## config.mk

```make
export PLATFORM = sky130hd
export DESIGN_NAME = multi_alarm_controller
export DESIGN_NICKNAME = d
export VERILOG_FILES = /design/src/rtl/multi_alarm_controller.sv
export SDC_FILE = /design/constraint.sdc
export NUM_CORES = 1
export LEC_CHECK = 0
export CORE_MARGIN = 3
export CORE_UTILIZATION = 30
export CTS_CLUSTER_DIAMETER = 50
export DETAILED_ROUTE_END_ITERATION = 6
export PLACE_DENSITY = 0.64
export SLEW_MARGIN = 40
export SYNTH_ARGS = -nofsm -noshare
export SYNTH_HDL_FRONTEND = slang
export SYNTH_SLANG_ARGS = --single-unit
```

## constraint.sdc

```tcl
create_clock -name sys_clk -period 2.1 [get_ports sys_clk]
set_input_delay 0.42 -clock sys_clk [delete_from_list [all_inputs] [get_ports sys_clk]]
set_output_delay 0.42 -clock sys_clk [all_outputs]
set_load 0.02 [all_outputs]
```

## src/rtl/multi_alarm_controller.sv

```systemverilog
// Multi-channel alarm controller: per-channel time match, ring timeout, snooze and off handling.
// Optional snooze feature enabled by defining MULTI_ALARM_SNOOZE_EN.
module multi_alarm_controller #(
  parameter int NUM_ALARMS     = 4,
  parameter int SNOOZE_MIN     = 5,
  parameter int RING_TIMEOUT_S = 60,
  parameter int ID_W           = 2
) (
  input  logic                    sys_clk,
  input  logic                    rst_n,
  input  logic                    clk_1hz_en,
  input  logic [4:0]              current_hours_in,
  input  logic [5:0]              current_minutes_in,
  input  logic [5*NUM_ALARMS-1:0] alarm_hours_in,
  input  logic [6*NUM_ALARMS-1:0] alarm_minutes_in,
  input  logic [NUM_ALARMS-1:0]   alarm_enable_in,
  input  logic                    alarm_off_btn,
  input  logic                    snooze_btn,
  output logic                    alarm_trigger_out,
  output logic [ID_W-1:0]         active_alarm_id_out,
  output logic                    snoozed_out
);

  // state      | meaning
  // ST_IDLE    | waiting for an unfired enabled channel to match current time
  // ST_RINGING | alarm sounding for active channel; ring timeout running
  // ST_SNOOZED | ring paused for active channel; snooze timer running
  typedef enum logic [1:0] {ST_IDLE, ST_RINGING, ST_SNOOZED} state_t;

  localparam int CNT_W = 11;
  localparam logic [CNT_W-1:0] RING_LAST   = CNT_W'(RING_TIMEOUT_S - 1);
  localparam logic [CNT_W-1:0] SNOOZE_LAST = CNT_W'(SNOOZE_MIN * 60 - 1);

  state_t                 state;
  logic [CNT_W-1:0]       cnt;
  logic [NUM_ALARMS-1:0]  fired;
  logic                   off_q;
  logic                   off_edge;
  logic                   snooze_edge;
  logic [NUM_ALARMS-1:0]  match;
  logic [NUM_ALARMS-1:0]  start_vec;
  logic                   start_ok;
  logic [ID_W-1:0]        start_id;
  logic                   active_en;

  assign off_edge = alarm_off_btn & ~off_q;

`ifdef MULTI_ALARM_SNOOZE_EN
  logic snooze_q;
  assign snooze_edge = snooze_btn & ~snooze_q;

  always_ff @(posedge sys_clk or negedge rst_n) begin
    if (!rst_n) snooze_q <= 1'b0;
    else        snooze_q <= snooze_btn;
  end
`else
  logic unused_snooze;
  assign unused_snooze = snooze_btn;
  assign snooze_edge   = 1'b0;
`endif

  always_comb begin
    match     = '0;
    start_vec = '0;
    start_ok  = 1'b0;
    start_id  = '0;
    active_en = 1'b0;
    for (int i = 0; i < NUM_ALARMS; i++) begin
      match[i] = alarm_enable_in[i]
                 && (alarm_hours_in[5*i +: 5] == current_hours_in)
                 && (alarm_minutes_in[6*i +: 6] == current_minutes_in);
      // ascending scan with a found flag gives lowest index priority
      if (match[i] && !fired[i] && !start_ok) begin
        start_ok     = 1'b1;
        start_id     = ID_W'(i);
        start_vec[i] = 1'b1;
      end
      if (ID_W'(i) == active_alarm_id_out) active_en = alarm_enable_in[i];
    end
  end

  // Fired flag only blocks re-triggering while the matching minute persists.
  always_ff @(posedge sys_clk or negedge rst_n) begin
    if (!rst_n) begin
      fired <= '0;
      off_q <= 1'b0;
    end else begin
      fired <= match & (fired | ((state == ST_IDLE) ? start_vec : '0));
      off_q <= alarm_off_btn;
    end
  end

  always_ff @(posedge sys_clk or negedge rst_n) begin
    if (!rst_n) begin
      state               <= ST_IDLE;
      cnt                 <= '0;
      alarm_trigger_out   <= 1'b0;
      active_alarm_id_out <= '0;
      snoozed_out         <= 1'b0;
    end else begin
      case (state)
        ST_IDLE: begin
          if (start_ok) begin
            state               <= ST_RINGING;
            cnt                 <= '0;
            alarm_trigger_out   <= 1'b1;
            active_alarm_id_out <= start_id;
          end
        end
        ST_RINGING: begin
          if (off_edge || !active_en) begin
            state               <= ST_IDLE;
            cnt                 <= '0;
            alarm_trigger_out   <= 1'b0;
            active_alarm_id_out <= '0;
            snoozed_out         <= 1'b0;
          end else if (snooze_edge) begin
            state             <= ST_SNOOZED;
            cnt               <= '0;
            alarm_trigger_out <= 1'b0;
            snoozed_out       <= 1'b1;
          end else if (clk_1hz_en) begin
            if (cnt == RING_LAST) begin
              state               <= ST_IDLE;
              cnt                 <= '0;
              alarm_trigger_out   <= 1'b0;
              active_alarm_id_out <= '0;
            end else begin
              cnt <= cnt + 1'b1;
            end
          end
        end
        ST_SNOOZED: begin
          if (off_edge || !active_en) begin
            state               <= ST_IDLE;
            cnt                 <= '0;
            alarm_trigger_out   <= 1'b0;
            active_alarm_id_out <= '0;
            snoozed_out         <= 1'b0;
          end else if (clk_1hz_en) begin
            if (cnt == SNOOZE_LAST) begin
              state             <= ST_RINGING;
              cnt               <= '0;
              alarm_trigger_out <= 1'b1;
              snoozed_out       <= 1'b0;
            end else begin
              cnt <= cnt + 1'b1;
            end
          end
        end
        default: begin
          state               <= ST_IDLE;
          cnt                 <= '0;
          alarm_trigger_out   <= 1'b0;
          active_alarm_id_out <= '0;
          snoozed_out         <= 1'b0;
        end
      endcase
    end
  end

endmodule

```

==> impl_metrics.tcl <==
set metrics [dict create \
    status "finished, final reports clean" \
    grt_pass1_vias 1642 \
    ir_drop_mv 0.214 \
    grt_use_total_pct 15.9 \
    core.rowCount 26 \
    avgRoutedWirePerCell_um 15.0 \
    cp-start-kind "input port" \
    cts.root.buffer_cell "clkbuf_8" \
    core_area_sq_um 5170 \
    ios 68 \
    dr_total_vias 1651 \
    synth_cell_types 45 \
    cts_max_path_buffers 2 \
    initial_utilization_pct 31.5 \
    endpoint "cnt[8]$_DFFE_PN0P_" \
    die_y_um 79.7 \
    finClkSkew_ps 14.6 \
    cts_tree "built" \
    ys_top_cells_by_area "dfrtp_1 (29%), xnor2_1 (22%), nand4_1 (3.8%)" \
    drive_above_1_share_pct 28.9 \
    via_per_inst 4.76 \
    avgSynthCellArea_sq_um 9.25 \
    fillerInstances 460 \
    worstSkewPairLatency_ps 270 \
    clock_sinks 19 \
    hold_class "in -> async" \
    antenna_found_initial 0 \
    routed_wl_um 5190 \
    worstPathMaxFanout 8 \
    leakage_nw 1.39 \
    required_ps 2240 \
    dp_hpwl_um 3990 \
    seq_area_frac_synth_pct 29.2 \
    slew_violations 0 \
    p_per_area_nw_per_um2 420 \
    synth_edf_count 0 \
    fin_crit_ps 2050 \
    ff2ff_setup_slack_ps 190 \
    multi_input_area_sq_um 1170 \
    insertedDiodeCount 0 \
    clkTransAtPathRegs_ps 80 \
    synth-seq-cells 19 \
    crit_type "in -> reg" \
    fmax_ghz 0.487 \
    ff_latch_area_sq_um 475 \
    synth.most_common_cell "xnor2_1" \
    place_congestion 0.796 \
    setup-violations-final 0 \
    crit_start "alarm_hours_in[9]" \
    yosys.area.top_type_share_pct 29.2 \
    layout_setup_ws_ps 45.8 \
    numCtsBuffers 3 \
    grt_overflow_total 0 \
    ys.flop_type "dfrtp_1" \
    cts.htree.levels 1 \
    grt_pass1_wl_um 7980 \
    totalPowerFinal_mw 1.18 \
    dieArea_sq_um 6350 \
    max-cap-violations 0 \
    synth_common_cells "xnor2_1 (41), dfrtp_1 (19), nand4_1 (10), and3_1 (9), nor3_1 (9)" \
    synth_area_sq_um 1630 \
    fin_crit_sh_pct 97.8 \
    netlist_instances 176 \
    io_buffers 65 \
    hold_viol 0 \
    async_flop_share_pct 100 \
    nNetsFinal 343 \
    synthToLayoutAreaGrowth_pct 72.9 \
    ys_warn_count 0 \
    drc_errors 0 \
    syn_nets 241 \
    dr.pass1.iters 4 \
    grt_max_degree 20 \
    timing.rr.end "cnt[8]$_DFFE_PN0P_" \
    drt-initial-drc-count 92 \
    ant_nets 0 \
    dieWidth_um 79.7 \
    place_ws_ps -517 \
    yosysTopAreaCell "dfrtp_1" \
    r2r_cells 6 \
    reg2reg_from "active_alarm_id_out[0]$_DFFE_PN0P_" \
    worstPathArrival_ps 2190 \
    critPathCaptureType "flip-flop" \
]
## registers in the layout (all words and copies together) (netlist names)
register,flops
off_q,1
alarm_trigger_out,1
active_alarm_id_out,2
fired,4
cnt,11
## report_power, final
group	switching [mW]	internal (mW)
clock network	0.133	0.134
registers	0.0291	0.394
logic	0.210	0.281
## metrics by stage
| step | util, % | instance area [sq um] | cells | hold slack, ps | setup TNS, ps |
|---|---|---|---|---|---|
| 6_report | 54.4 | 2810 | 347 | 483 | 0 |
| 5_1_grt | 54.4 | 2810 | 347 | 509 | -20.4 |
| 4_1_cts | 52.0 | 2690 | 343 | 491 | 0 |
| 3_5_place_dp | 49.5 | 2560 | 335 | 512 | -6640 |
| 3_3_place_gp | 49.5 | 2560 | 335 | 507 | -6380 |
| 2_1_floorplan | - | 1630 | 176 | 124 | 0 |
## logic make-up after synthesis
logic type / after synthesis / share of synthesized area, %
compound gates: 30 / 14.1
xor+xnor: 41 / 22.1
fa+ha+maj: 1 / 0.769
buf+inv: 19 / 6.92
flops: 19 / 29.2
mux: 1 / 1.38
other cells: 1 / 0.230
simple gates: 64 / 25.4
## how the worst min path moves through the flow
stage                                                    end  slack [ps]  depth (start not counted)
final                                     cnt[5]$_DFFE_PN0P_         480                          2
after global routing                      cnt[6]$_DFFE_PN0P_         510                          2
after CTS                                 cnt[5]$_DFFE_PN0P_         490                          2
after detailed placement                  cnt[1]$_DFFE_PN0P_         510                          1
after global placement                    cnt[0]$_DFFE_PN0P_         510                          1
after floorplan           active_alarm_id_out[0]$_DFFE_PN0P_         120                          0
## layout make-up
| cell class | instances | area share [%] |
|---|---|---|
| clock buffer | 3 | 1.47 |
| clock inverter | 1 | 0.267 |
| inverter | 7 | 0.934 |
| multi-input combinational | 138 | 41.7 |
| sequential | 19 | 16.9 |
| tap | 70 | 3.11 |
| timing repair buffer | 109 | 35.6 |
## placed cells by master, fill, tap and decap left out, types with 3 or more instances in the layout
master | synthesis | final
a211o_1 | 7 | 7
and3_1 | 9 | 9
buf_4 | 1 | 42
clkbuf_2 | 0 | 9
clkbuf_8 | 0 | 3
clkdlybuf4s15_1 | 0 | 6
clkdlybuf4s50_1 | 0 | 24
dfrtp_1 | 19 | 19
dlygate4sd2_1 | 0 | 4
dlymetal6s2s_1 | 0 | 22
inv_1 | 7 | 7
nand2_1 | 4 | 4
nand2b_1 | 4 | 4
nand3_1 | 6 | 6
nand4_1 | 10 | 10
nor2_1 | 4 | 4
nor3_1 | 9 | 9
nor4_4 | 0 | 3
o21ai_0 | 4 | 4
xnor2_1 | 41 | 35
xnor2_2 | 0 | 6
## critical path: stages
cell and delay (ps):
clkdlybuf4s50_1 480, xnor2_1 120, nand4_1 180, nor4_4 350, o41ai_4 140, and2_4 210
a211o_1 300
## what timing repair did
item | CTS | global route
hold buffers | 0 | 0
resized for setup | 31 | 56
pin swaps | 17 | 47
hold endpoints to repair | 0 | 0
setup endpoints to repair | 14 | 11
setup buffers | 5 | 5
## metal layers
layer | up-vias | track usage, % | routed length [um]
li1 | 845 | - | -
met5 | - | 0 | 0
met2 | 31 | 28.3 | 2690
met4 | 0 | 3.26 | 53
met1 | 771 | 20.3 | 2270
met3 | 4 | 2.26 | 182
Note: power is estimated with default switching activity, not from simulation.
